`src/rtl/clk_freq_meter_pkg.sv`:
```
// Shared types and default constants for the clock-frequency monitor.
package clk_freq_meter_pkg;

    typedef enum logic {
        IDLE = 1'b0,
        MEAS = 1'b1
    } state_e;

    localparam int unsigned SYS_CLK_HZ     = 50_000_000;
    localparam int unsigned TICK_HZ        = 1_000;
    localparam int unsigned EXP_PERIOD_DEF = SYS_CLK_HZ / TICK_HZ;
    localparam int unsigned TOL_DEF        = 50;
    localparam int unsigned LOCK_N_DEF     = 4;
    localparam int unsigned TIMEOUT_DEF    = 2 * EXP_PERIOD_DEF;
    localparam int unsigned CNT_W_DEF      = 20;

endpackage

```
`src/rtl/clk_freq_meter_sync_edge_det.sv`:
```
// Two-flop synchroniser followed by a rising-edge detector on the synchronised signal.
module clk_freq_meter_sync_edge_det (
    input  logic clk,
    input  logic rst,
    input  logic sig_i,
    output logic rise_c_o
);

    logic s1_q;
    logic s2_q;
    logic s3_q;

    // Synchroniser chain plus one delay stage for edge detection.
    always_ff @(posedge clk) begin
        if (rst) begin
            s1_q <= 1'b0;
            s2_q <= 1'b0;
            s3_q <= 1'b0;
        end else begin
            s1_q <= sig_i;
            s2_q <= s1_q;
            s3_q <= s2_q;
        end
    end

    assign rise_c_o = s2_q & ~s3_q;

endmodule

```
`src/rtl/clk_freq_meter.sv`:
```
// Measures the period of a slow input in clk cycles, tracks tolerance lock and flags stalls.
module clk_freq_meter
    import clk_freq_meter_pkg::*;
#(
    parameter int unsigned CNT_W      = CNT_W_DEF,
    parameter int unsigned EXP_PERIOD = EXP_PERIOD_DEF,
    parameter int unsigned TOL        = TOL_DEF,
    parameter int unsigned LOCK_N     = LOCK_N_DEF,
    parameter int unsigned TIMEOUT    = TIMEOUT_DEF
) (
    input  logic             clk,
    input  logic             rst,
    input  logic             en,
    input  logic             sig_in,
    output logic [CNT_W-1:0] period,
    output logic             period_valid,
    output logic             locked,
    output logic             timeout
);

    localparam int unsigned GOOD_W = $clog2(LOCK_N + 1);
    localparam logic [CNT_W:0] P_MIN = (CNT_W+1)'(EXP_PERIOD - TOL);
    localparam logic [CNT_W:0] P_MAX = (CNT_W+1)'(EXP_PERIOD + TOL);
    localparam logic [CNT_W-1:0] CNT_LAST = CNT_W'(TIMEOUT - 1);

    state_e             state_q, state_d;
    logic [CNT_W-1:0]   cnt_q, cnt_d;
    logic [CNT_W-1:0]   period_q, period_d;
    logic               pv_q, pv_d;
    logic               locked_q, locked_d;
    logic               to_q, to_d;
    logic [GOOD_W-1:0]  good_q, good_d;
    logic [GOOD_W-1:0]  good_inc_c;
    logic [CNT_W:0]     p_c;
    logic               in_tol_c;
    logic               rise_c;

    clk_freq_meter_sync_edge_det u_sync (
        .clk      (clk),
        .rst      (rst),
        .sig_i    (sig_in),
        .rise_c_o (rise_c)
    );

    // Candidate period (one wider than the counter) and its tolerance window check.
    assign p_c        = {1'b0, cnt_q} + (CNT_W+1)'(1);
    assign in_tol_c   = (p_c >= P_MIN) && (p_c <= P_MAX);
    assign good_inc_c = (good_q == GOOD_W'(LOCK_N)) ? good_q : good_q + GOOD_W'(1);

    // State, counter, lock and output registers.
    always_ff @(posedge clk) begin
        if (rst) begin
            state_q  <= IDLE;
            cnt_q    <= '0;
            period_q <= '0;
            pv_q     <= 1'b0;
            locked_q <= 1'b0;
            to_q     <= 1'b0;
            good_q   <= '0;
        end else begin
            state_q  <= state_d;
            cnt_q    <= cnt_d;
            period_q <= period_d;
            pv_q     <= pv_d;
            locked_q <= locked_d;
            to_q     <= to_d;
            good_q   <= good_d;
        end
    end

    // Next-state: start marker in IDLE, period capture / stall detection in MEAS.
    always_comb begin
        state_d  = state_q;
        cnt_d    = cnt_q;
        period_d = period_q;
        pv_d     = 1'b0;
        to_d     = 1'b0;
        locked_d = locked_q;
        good_d   = good_q;

        if (!en) begin
            state_d  = IDLE;
            cnt_d    = '0;
            good_d   = '0;
            locked_d = 1'b0;
        end else begin
            case (state_q)
                IDLE: begin
                    cnt_d = '0;
                    if (rise_c) begin
                        state_d = MEAS;
                    end
                end
                MEAS: begin
                    if (rise_c) begin
                        period_d = p_c[CNT_W-1:0];
                        pv_d     = 1'b1;
                        cnt_d    = '0;
                        if (in_tol_c) begin
                            good_d   = good_inc_c;
                            locked_d = (good_inc_c == GOOD_W'(LOCK_N));
                        end else begin
                            good_d   = '0;
                            locked_d = 1'b0;
                        end
                    end else if (cnt_q == CNT_LAST) begin
                        to_d     = 1'b1;
                        locked_d = 1'b0;
                        good_d   = '0;
                        cnt_d    = '0;
                        state_d  = IDLE;
                    end else begin
                        cnt_d = cnt_q + CNT_W'(1);
                    end
                end
                default: begin
                    state_d = IDLE;
                    cnt_d   = '0;
                end
            endcase
        end
    end

    assign period       = period_q;
    assign period_valid = pv_q;
    assign locked       = locked_q;
    assign timeout      = to_q;

endmodule

```
`config.mk`:
```
export PLATFORM = sky130hd
export DESIGN_NAME = clk_freq_meter
export DESIGN_NICKNAME = d
export VERILOG_FILES = /design/src/rtl/clk_freq_meter_pkg.sv /design/src/rtl/clk_freq_meter_sync_edge_det.sv /design/src/rtl/clk_freq_meter.sv
export SDC_FILE = /design/constraint.sdc
export NUM_CORES = 1
export LEC_CHECK = 0
export BUFFER_PORTS_ARGS = -buffer_cell sky130_fd_sc_hd__buf_4
export CAP_MARGIN = 20
export CORE_MARGIN = 2
export CORE_UTILIZATION = 40
export DETAILED_ROUTE_END_ITERATION = 6
export PLACE_DENSITY = 0.58
export SYNTH_ARGS = -nofsm -noshare
export SYNTH_HDL_FRONTEND = slang
export SYNTH_SLANG_ARGS = --single-unit
```
`constraint.sdc`:
```
create_clock -name clk -period 4.75 [get_ports clk]
set_input_delay 0.2375 -clock clk [delete_from_list [all_inputs] [get_ports clk]]
set_output_delay 0.2375 -clock clk [all_outputs]
set_load 0.01 [all_outputs]
```
Word level (Yosys, flattened, before mapping)
Cells that the tools add are included.
Widths: inputs -> output; s select.

word-level totals
  latch bits = 0
  memories kept = 0
  RAM bits = 0
  register bits = 50
  memory bits (read-only) = 0

operators by class
  $lt $le $gt $ge = 2
  shifts and indexed selects = 0
  reduce and logical (&&, ||, !) cells = 7
  bitwise gates (word level) = 4
  add/subtract/negate cells = 3
  eq/ne operators = 3
  div/mod/pow operators = 0
  $mul = 0
  mux-type cells = 15

operator list
  operator               count
  $mux 20                2
  $pmux 20 s2            1
  $add 20x1->21 const B  1
  $ge 21x16->1 const B   1
  $le 21x16->1 const B   1
  $add 20x1->20 const B  1
  $eq 20x17->1 const B   1
  $mux 3                 4
  $mux 1                 7
  $eq 3x3->1 const B     2
  $reduce_or 4->1        1
  $add 3x1->3 const B    1
  $not 1->1              3
  $reduce_and 3->1       1
  $reduce_or 3->1        1
  $pmux 1 s2             1
  $reduce_and 2->1       1
  $reduce_bool 2->1      1
  $reduce_or 2->1        1
  $and 1x1->1            1
  $logic_and 1x1->1      1

Depth between registers and ports, before layout
Gate-level depths: netlist (run 1).

  depth after elaboration = 5
  gate-level depth with buffers = 10
  gate-level depth less buffers = 9

By module
A second synthesis (run 1) with hierarchy kept.

unflattened totals
  cells, all modules = 277
  area, all modules = 2,428.6 µm²

by module, submodules not included
  module                        seq. area each (µm²)  cells each  area an instance (µm²)  instances
  clk_freq_meter                940.9                 270         2,341.0                 1
  clk_freq_meter_sync_edge_det  60.1                  7           87.6                    1

Least setup slack after synthesis (run 1)
Ideal clock, no wire load.

  path type = flip-flop to flip-flop
  from = register cnt_q[0]
  to = register good_q[2]
  required time = 4,671 ps
  library setup time = 79 ps
  arrival = 2,698 ps
  setup slack = 1,973 ps
  stages on the path, launching flop included = 11
  cell sequence = dfxtp_1 -> ha_1 -> and3_1 -> buf_4 -> a32o_1 -> a32oi_1 -> or4b_1 -> o221a_1 -> a2111oi_4 -> nand2_1 -> a211oi_2

between the ends
  longest elaborated chain between the ends = 5

RTL lines
  what                                                 line                  text
  start: declaration                                   clk_freq_meter.sv:27  logic [CNT_W-1:0] cnt_q, cnt_d;
  start signal: assignment                             clk_freq_meter.sv:62  cnt_q <= cnt_d;
  $add 20x1->21                                        clk_freq_meter.sv:46  assign p_c = {1'b0, cnt_q} + (CNT_W+1)'(1);
  $ge 21x16->1 / $le 21x16->1 (equally long branches)  clk_freq_meter.sv:47  assign in_tol_c = (p_c >= P_MIN) && (p_c <= P_MAX);
  $logic_and 1x1->1                                    clk_freq_meter.sv:47
  $mux 3                                               clk_freq_meter.sv:99  if (in_tol_c) begin
  $mux 3                                               clk_freq_meter.sv:95  if (rise_c) begin
  end signal: assignment                               clk_freq_meter.sv:67  good_q <= good_d;
  end: declaration                                     clk_freq_meter.sv:32  logic [GOOD_W-1:0] good_q, good_d;

Parallel ways exist; a longest one is shown, timed or not.
A chain may end at the register's enable or synchronous reset.

Final worst setup path (run 1)
  from = register cnt_q[0]
  to = register good_q[1]

Same word-level chain as after synthesis.

==> impl_metrics.yaml, run 1 <==
power_and_ir_drop:
  vdd.ir_drop.worst_mv: 0.117
  leakage_nw: 0.901
  p_per_area_mw_per_mm2: 252
logic_synthesis:
  synth_edf_count: 0
  async_flop_share_pct: 0
  netlist.area_leader.share_pct: 41.9
  synth_area_leaders: "dfxtp_1, nor2_1, a211oi_1"
  synth-xor-area-share_pct: 6.96
  syn_avg_cell_area_sq_um: 8.82
  ys.flop_type: "dfxtp_1"
  syn_nets: 279
  yosysTopAreaCell: "dfxtp_1"
  syn_inst: 271
  synth_cell_types: 49
  syn_area_sq_mm: 0.00239
  ys_seq_elements: 50
  synth_compound_area_share_pct: 16.4
  seq_area_frac_synth_pct: 41.9
  synth_top_family_by_area: "simple AND/OR/NAND/NOR gates"
  yosysWarnings: 0
  synth_simple_gate_area_share_pct: 26.2
  synthAdderAreaFrac_pct: 2.09
  synthMuxAreaShare_pct: 1.26
finish:
  design_area_sq_mm: 0.00267
  area_growth_pct: 11.6
  final_util_pct: 45.6
  final_cells: 361
  final_layout_size_suffix_gt1_share_pct: 15.0
  n_antenna_cell: 0
  n_fill_cell: 577
  nNetsFinal: 294
placed_design:
  placed_area_sq_mm: 0.00259
  place_hpwl_mm: 3.58
  routabilityCongestion: 0.914
  dpl.cell_count: 354
  portBuffers: 26
cts:
  clk_latency_ns: 0.31
  cts_resized: 0
  clock-sinks: 50
  postCtsHoldBufs: 0
  htree_levels: 2
  cts_tree: "done"
  cts_buffers: 5
  clkTransAtPathRegs_ns: 0.09
  clockBufferDepth: 2
  root_buffer: "clkbuf_8"
  post_cts.repair.setup_buffers: 0
status:
  outcome: "finished clean"
timing:
  min_period_over_period_pct: 65.1
  rsz0062_at_grt: "false"
  fin_skew_ns: 0.00718
  final_max_slew_viol_count: 0
  timing.fmax_mhz: 324
  setup_violations: 0
  finalHoldViolCount: 0
  setup_tns_ns: 0
  worstMarginPinSlew_ns: 0.827
  relSlewSlack_pct: 44.7
  layout_min_cycle_time_ns: 3.09
  holdWs_ns: 0.144
global_routing:
  grt_max_degree: 41
  grt-ovfl-total: 0
  track_usage_pct: 15.4
  antenna_found_initial: 0
  grt_pass1_wl_mm: 7.84
  grt_pass1_vias: 1629
drt:
  via_count: 1886
  drt_wl_total_mm: 4.86
  drt_pass1_iterations: 4
  drtIter0Drc: 135
  drc: 0
  wl_met2_mm: 2.04
  ant_nets: 0
  viasPerCell: 5.22
  met1_length_mm: 2.53
  routedWlPerCell_um: 13.5
  wl_met3_um: 184
  top_layer: "met4"
die:
  dieArea_sq_mm: 0.00661
  std_cell_rows: 28
  die_width_um: 81.3
  ios: 27
  core_sq_mm: 0.00585
  die_h_um: 81.3
  initial_core_util_pct: 40.9
setup_path:
  critPathLaunchType: "flip-flop"
  cp_max_fo: 9
  cp_slowest_cell: "or4b_1"
  endpoint: "good_q[1]"
  cp-end-kind: "flip-flop"
  r2r_end: "good_q[1]"
  path_cells: "ha_1, and3_1, a32o_1, a32oi_1, or4b_1, o221a_1, a2111oi_4, a41oi_2, o22ai_2"
  cp-startpoint: "cnt_q[0]"
  r2r_setup_slack_ns: 1.66
  reg2reg_depth: 9
  cp.required_ns: 4.99
  cp_slowest_stage_delay_ns: 0.51
  worstSetupPathType: "reg -> reg"
  cp_data_arrival_time_ns: 3.33
  r2r_start: "cnt_q[0]"
job:
  maxCapViolCount: 0
min_path:
  hold_class: "in -> reg"
==> synth_stat cells, types with 3 or more instances <==
| master | instances |
|---|---|
| ha_1 | 4 |
| mux2i_1 | 3 |
| clkbuf_1 | 11 |
| buf_4 | 3 |
| nor3_1 | 3 |
| nand2_1 | 8 |
| nor2b_1 | 5 |
| nor2_1 | 54 |
| nand4_1 | 8 |
| xor2_1 | 12 |
| nand2b_1 | 4 |
| a211oi_1 | 21 |
| o21ai_0 | 4 |
| a21oi_1 | 9 |
| dfxtp_1 | 50 |
| and3_1 | 6 |
| xnor2_1 | 7 |
| nor4_1 | 3 |
| nand3_1 | 11 |
| nor3b_1 | 3 |
| inv_1 | 7 |
==> worst min-delay path by stage <==
stage                start     endpoint  slack, ns  cells after the start
6_report            sig_in  u_sync.s1_q       0.14                      2
5_1_grt             sig_in  u_sync.s1_q       0.18                      2
4_1_cts             sig_in  u_sync.s1_q       0.14                      2
3_5_place_dp   u_sync.s1_q  u_sync.s2_q       0.43                      1
3_3_place_gp   u_sync.s1_q  u_sync.s2_q       0.42                      1
2_1_floorplan          rst  u_sync.s1_q       0.31                      1
==> worst max-delay path, delay by kind of cell (launching register included) <==
family          cells  cell delay (ns)
simple gates        2             0.86
flops               1             0.48
fa+ha+maj           1             0.33
compound gates      6             1.36
==> layout by cell type (no fill, tap or decap), types with 4 or more instances in the layout <==
master,synthesis,routed
nand3_1,11,11
a21oi_1,9,9
buf_4,3,27
nand4_1,8,8
a211oi_1,21,21
and3_1,6,6
nand2_1,8,8
nor2b_1,5,5
inv_1,7,7
xor2_1,12,12
o21ai_0,4,4
nand2b_1,4,4
ha_1,4,4
xnor2_1,7,7
nor2_1,54,54
clkbuf_8,0,5
dfxtp_1,50,50
==> per-stage QoR <==
step           power [mW]  setup WS (ns)
4_1_cts             0.681           1.64
2_1_floorplan       0.439           1.97
3_3_place_gp        0.444           1.74
3_5_place_dp        0.444           1.66
6_report            0.672           1.66
5_1_grt             0.698           1.45
==> final cells by class <==
type	count	area (sq um)	area share, %
multi-input cells	195	1260	47.4
flip-flops and latches	50	1000	37.5
repair buffers	27	203	7.60
well taps	75	93.8	3.52
clock buffers	6	72.6	2.72
inverters	7	26.3	0.985
clock inverters	1	7.51	0.281
==> metal layers <==
metal	track usage [%]	vias to the layer above
li1	-	999
met1	21.6	843
met3	3.67	9
met2	22.5	35
met4	6.44	0
met5	0	-
==> cells by family (layout without fill, tap and decap cells) <==
logic type	after synthesis	count (layout)
simple gates	120	120
mux	3	3
buf+inv	26	41
compound gates	49	49
xor+xnor	19	19
fa+ha+maj	4	4
flops	50	50
==> report_power, final <==
| part | total, mW | switching, mW | internal [mW] | leakage, nW |
|---|---|---|---|---|
| logic | 0.0125 | 0.00771 | 0.00484 | 0.461 |
| registers | 0.421 | 0.000828 | 0.420 | 0.403 |
| clock network | 0.238 | 0.137 | 0.101 | 0.0373 |
No activity file was read; power rests on OpenSTA's default activity.
==> inputs of run 2 (changes only) <==
Clock period 4.75 ns to 2.9 ns, I/O delays scaled along.
==> impl_metrics.yaml, run 2 (same netlist as run 1, synthesis figures left out) <==
setup_path:
  crit_family: "compound AO/OA/AOI/OAI gates"
  worstSetupPathType: "reg -> reg"
  critPathBufInv: 1
  path_cells: "ha_4, buf_6, nor3b_2, a32o_1, a32oi_2, or4b_1, o221a_1, a2111oi_4, a41oi_2, o22ai_2"
  reg2reg_depth: 10
  cp.required_ns: 3.14
  cp_slowest_stage_delay_ns: 0.52
  r2r_setup_slack_ns: 0.12
  r2r_end: "good_q[1]"
  cp_slowest_cell: "or4b_1"
  cp_data_arrival_time_ns: 3.02
  critPathLaunchType: "flip-flop"
  cp-end-kind: "flip-flop"
  r2r_start: "cnt_q[0]"
  cp_max_fo: 6
min_path:
  hold_depth: 2
  hold_class: "in -> reg"
  min_to: "u_sync.s1_q"
  holdCritStartpoint: "sig_in"
die:
  core_sq_mm: 0.00585
  die_width_um: 81.3
  std_cell_rows: 28
  initial_core_util_pct: 40.9
  dieArea_sq_mm: 0.00661
  ios: 27
  die_h_um: 81.3
timing:
  relSlewSlack_pct: 71.9
  final_max_slew_viol_count: 0
  holdWs_ns: 0.0552
  worstMarginPinSlew_ns: 0.417
  layout_min_cycle_time_ns: 2.78
  finalHoldViolCount: 0
  rsz0062_at_grt: "true"
  setup_violations: 0
  fin_skew_ns: 0.00907
  min_period_over_period_pct: 95.8
  timing.fmax_mhz: 360
  worst_slack_ns: 0.123
cts:
  htree_levels: 2
  clockBufferDepth: 2
  root_buffer: "clkbuf_8"
  clk_latency_ns: 0.30
  clock-sinks: 50
  clkTransAtPathRegs_ns: 0.09
  cts_tree: "done"
  cts_buffers: 5
placed_design:
  place_hpwl_mm: 3.76
  place_ws_ns: 0.0493
  routabilityCongestion: 0.867
  portBuffers: 26
finish:
  multi_input_area_sq_mm: 0.00131
  layout_commonest_cell: "nor2_1"
  final_layout_size_suffix_gt1_share_pct: 24.1
  nNetsFinal: 311
  area_growth_pct: 20.9
  seq_area_sq_mm: 0.00101
  mostFrequentLayoutCells: "nor2_1, dfxtp_1, buf_4, a211oi_1, xor2_1"
  n_fill_cell: 560
  n_antenna_cell: 0
drt:
  drt_wl_total_mm: 5.33
  ant_nets: 0
  drtIter0Drc: 108
  via_count: 2011
  routedWlPerCell_um: 14.1
  drt_pass1_iterations: 4
  drc: 0
  viasPerCell: 5.32
power_and_ir_drop:
  p_per_area_mw_per_mm2: 420
  combPwrFrac_pct: 1.8
  internal_power_uw: 972
  p_clk_share_pct: 41.5
  switching_share_pct: 20.0
  seq_power_share_pct: 56.7
  p_sw_uw: 242
  vdd.ir_drop.worst_mv: 0.185
  leakage_nw: 1.02
  p_total_mw: 1.21
global_routing:
  grt_pass1_wl_mm: 8.68
  track_usage_pct: 16.8
  grt-ovfl-total: 0
  antenna_found_initial: 0
  use_met3_pct: 3.44
  met2_usage_pct: 25.7
  grt_max_degree: 41
  grt_pass1_vias: 1817
  grt-busiest-layer: "met2"
  grt_use_met1_pct: 23.2
status:
  outcome: "finished clean"
job:
  maxCapViolCount: 0
==> run 2: cell count changes in the layout (fill, tap and decap cells not counted), sizes merged <==
cell / change
buf: +17
bufinv: +1
clkinvlp: -1
==> run 2: layout make-up <==
cell class	count	share of cell area, %
Clock inverter	1	1.04
Inverter	7	0.909
Sequential cell	50	35.0
Tap cell	75	3.25
Clock buffer	6	2.86
Timing Repair Buffer	44	11.6
Multi-Input combinational cell	195	45.4
==> run 2: power groups by stage <==
stage / clock [mW] / combinational [mW] / sequential [mW]
after floorplan: 0 / 0.0126 / 0.706
after global placement: 0 / 0.0214 / 0.706
after detailed placement: 0 / 0.0215 / 0.706
after CTS: 0.524 / 0.0216 / 0.690
after global routing: 0.552 / 0.0243 / 0.689
final: 0.504 / 0.0216 / 0.688
==> run 2: per-stage QoR <==
step / instance area [sq um] / setup TNS (ns) / std cells / util (%)
after global placement: 2700 / 0 / 369 / 46.2
after floorplan: 2390 / 0 / 271 / -
final: 2890 / 0 / 378 / 49.4
after global routing: 2890 / -0.0971 / 378 / 49.4
after detailed placement: 2700 / 0 / 369 / 46.2
after CTS: 2810 / 0 / 376 / 48.1
==> run 2: how the worst max path moves through the flow <==
stage	startpoint	end	cells past startpoint
final	cnt_q[0]	good_q[1]	10
after global routing	cnt_q[1]	good_q[0]	10
after CTS	cnt_q[0]	good_q[1]	9
after detailed placement	cnt_q[0]	good_q[2]	9
after global placement	cnt_q[0]	good_q[2]	11
after floorplan	cnt_q[0]	good_q[2]	10
==> run 2: worst register-to-register path: stages (launching register included) <==
cell and delay [ns]:
dfxtp_4 0.38, ha_4 0.18, buf_6 0.13, nor3b_2 0.17, a32o_1 0.18, a32oi_2 0.07
or4b_1 0.52, o221a_1 0.29, a2111oi_4 0.44, a41oi_2 0.20, o22ai_2 0.17
==> run 2: routing by layer <==
layer / part of all wire (%) / vias up
met5: 0 / -
met4: 2.0 / 0
met3: 4.6 / 11
met2: 44 / 61
met1: 49 / 911
li1: - / 1028
==> run 2: repair_timing <==
action,4_1_cts,5_1_grt
endpoints found under the hold margin,0,0
resized for setup,0,18
endpoints found under the setup margin,0,4
setup buffers,0,2
hold buffers,0,0
==> inputs of run 3 (changes only) <==
Settings changed: CAP_MARGIN 20 to 10, PLACE_DENSITY 0.58 to not set.
==> impl_metrics.yaml, run 3 (same netlist as run 1, synthesis figures left out) <==
power_and_ir_drop:
  switching_share_pct: 19.9
  p_per_area_mw_per_mm2: 428
  p_clk_share_pct: 42.0
  vdd.ir_drop.worst_mv: 0.255
  leakage_nw: 1.01
  p_sw_uw: 244
  p_total_mw: 1.22
  seq_power_share_pct: 56.3
  combPwrFrac_pct: 1.7
  internal_power_uw: 979
finish:
  area_growth_pct: 19.4
  nNetsFinal: 310
  n_antenna_cell: 0
  n_fill_cell: 585
  final_cells: 378
  multi_input_area_sq_mm: 0.00128
  layout_commonest_cell: "nor2_1"
  final_layout_size_suffix_gt1_share_pct: 23.4
  final_util_pct: 48.8
  seq_area_sq_mm: 0.00101
  mostFrequentLayoutCells: "nor2_1, dfxtp_1, buf_4, a211oi_1, xor2_1"
  design_area_sq_mm: 0.00286
setup_path:
  cp_slowest_cell: "or4_4"
  r2r_end: "good_q[0]"
  crit_top_cell: "or4_4"
  r2r_start: "cnt_q[2]"
  cp_data_arrival_time_ns: 2.96
  cp-end-kind: "flip-flop"
  r2r_setup_slack_ns: 0.16
  reg2reg_depth: 8
  path_cells: "nand4_1, or4_4, nor3_2, a21oi_1, or4_4, a2111oi_4, nand3_1, mux2i_1"
  cp.required_ns: 3.13
  cp_slowest_stage_delay_ns: 0.57
  cp-startpoint: "cnt_q[2]"
  worstSetupPathType: "reg -> reg"
  critPathLaunchType: "flip-flop"
  cp_max_fo: 9
min_path:
  hold_depth: 2
  min_to: "u_sync.s1_q"
  holdCritStartpoint: "sig_in"
  hold_class: "in -> reg"
die:
  initial_core_util_pct: 40.9
  die_width_um: 81.3
  die_h_um: 81.3
  std_cell_rows: 28
  ios: 27
  core_sq_mm: 0.00585
  dieArea_sq_mm: 0.00661
timing:
  timing.fmax_mhz: 365
  relSlewSlack_pct: 74.4
  min_period_over_period_pct: 94.4
  worst_slack_ns: 0.163
  final_max_slew_viol_count: 0
  worstMarginPinSlew_ns: 0.384
  holdWs_ns: 0.0543
  layout_min_cycle_time_ns: 2.74
  finalHoldViolCount: 0
  setup_violations: 0
  setup_tns_ns: 0
  fin_skew_ns: 0.0109
global_routing:
  grt_pass1_wl_mm: 8.29
  grt_pass1_vias: 1764
  antenna_found_initial: 0
  track_usage_pct: 16.0
  grt_max_degree: 41
  grt-ovfl-total: 0
job:
  maxCapViolCount: 0
placed_design:
  placed_area_sq_mm: 0.00270
  dpl.cell_count: 369
  portBuffers: 26
  place_ws_ns: 0.0476
  place_hpwl_mm: 3.78
  routabilityCongestion: 0.929
drt:
  ant_nets: 0
  viasPerCell: 5.19
  drc: 0
  via_count: 1961
  drt_wl_total_mm: 5.21
  routedWlPerCell_um: 13.8
  drtIter0Drc: 124
  drt_pass1_iterations: 4
cts:
  root_buffer: "clkbuf_8"
  clockBufferDepth: 2
  cts_buffers: 5
  clkTransAtPathRegs_ns: 0.09
  clock-sinks: 50
  htree_levels: 2
  clk_latency_ns: 0.30
  cts_tree: "done"
status:
  outcome: "finished clean"
==> run 3: critical path, delay by kind of cell (launching register included) <==
family	cells	cell delay, ns
flops	1	0.40
simple gates	5	1.62
compound gates	2	0.49
mux	1	0.16
==> run 3: routing by layer <==
layer / global-route usage (%) / wire [um]
met1: 22.2 / 2540
met2: 25.4 / 2390
met3: 3.11 / 229
met4: 4.07 / 48
met5: 0 / 0
==> run 3: layout make-up <==
| class | instances | area share (%) |
|---|---|---|
| multi-input combinational | 195 | 44.7 |
| sequential | 50 | 35.5 |
| timing repair buffer | 43 | 11.3 |
| tap | 75 | 3.29 |
| clock buffer | 6 | 2.89 |
| clock inverter | 2 | 1.36 |
| inverter | 7 | 0.920 |
==> run 3: power groups by stage <==
stage                     clock (mW)  combinational (mW)  sequential (mW)
after global placement             0              0.0214            0.706
after global routing           0.549              0.0235            0.689
after CTS                      0.534              0.0215            0.690
after floorplan                    0              0.0126            0.706
after detailed placement           0              0.0215            0.706
final                          0.514              0.0209            0.688
==> run 3: worst max path at each step <==
stage	depth (start not counted)	endpoint
final	8	good_q[0]
after global routing	8	good_q[2]
after detailed placement	9	good_q[1]
after floorplan	10	good_q[2]
after CTS	9	good_q[0]
after global placement	9	good_q[2]
==> run 3: repair_timing <==
item,4_1_cts,5_1_grt
setup buffers,0,1
endpoints found under the setup margin,0,4
hold buffers,0,0
resized for setup,0,13
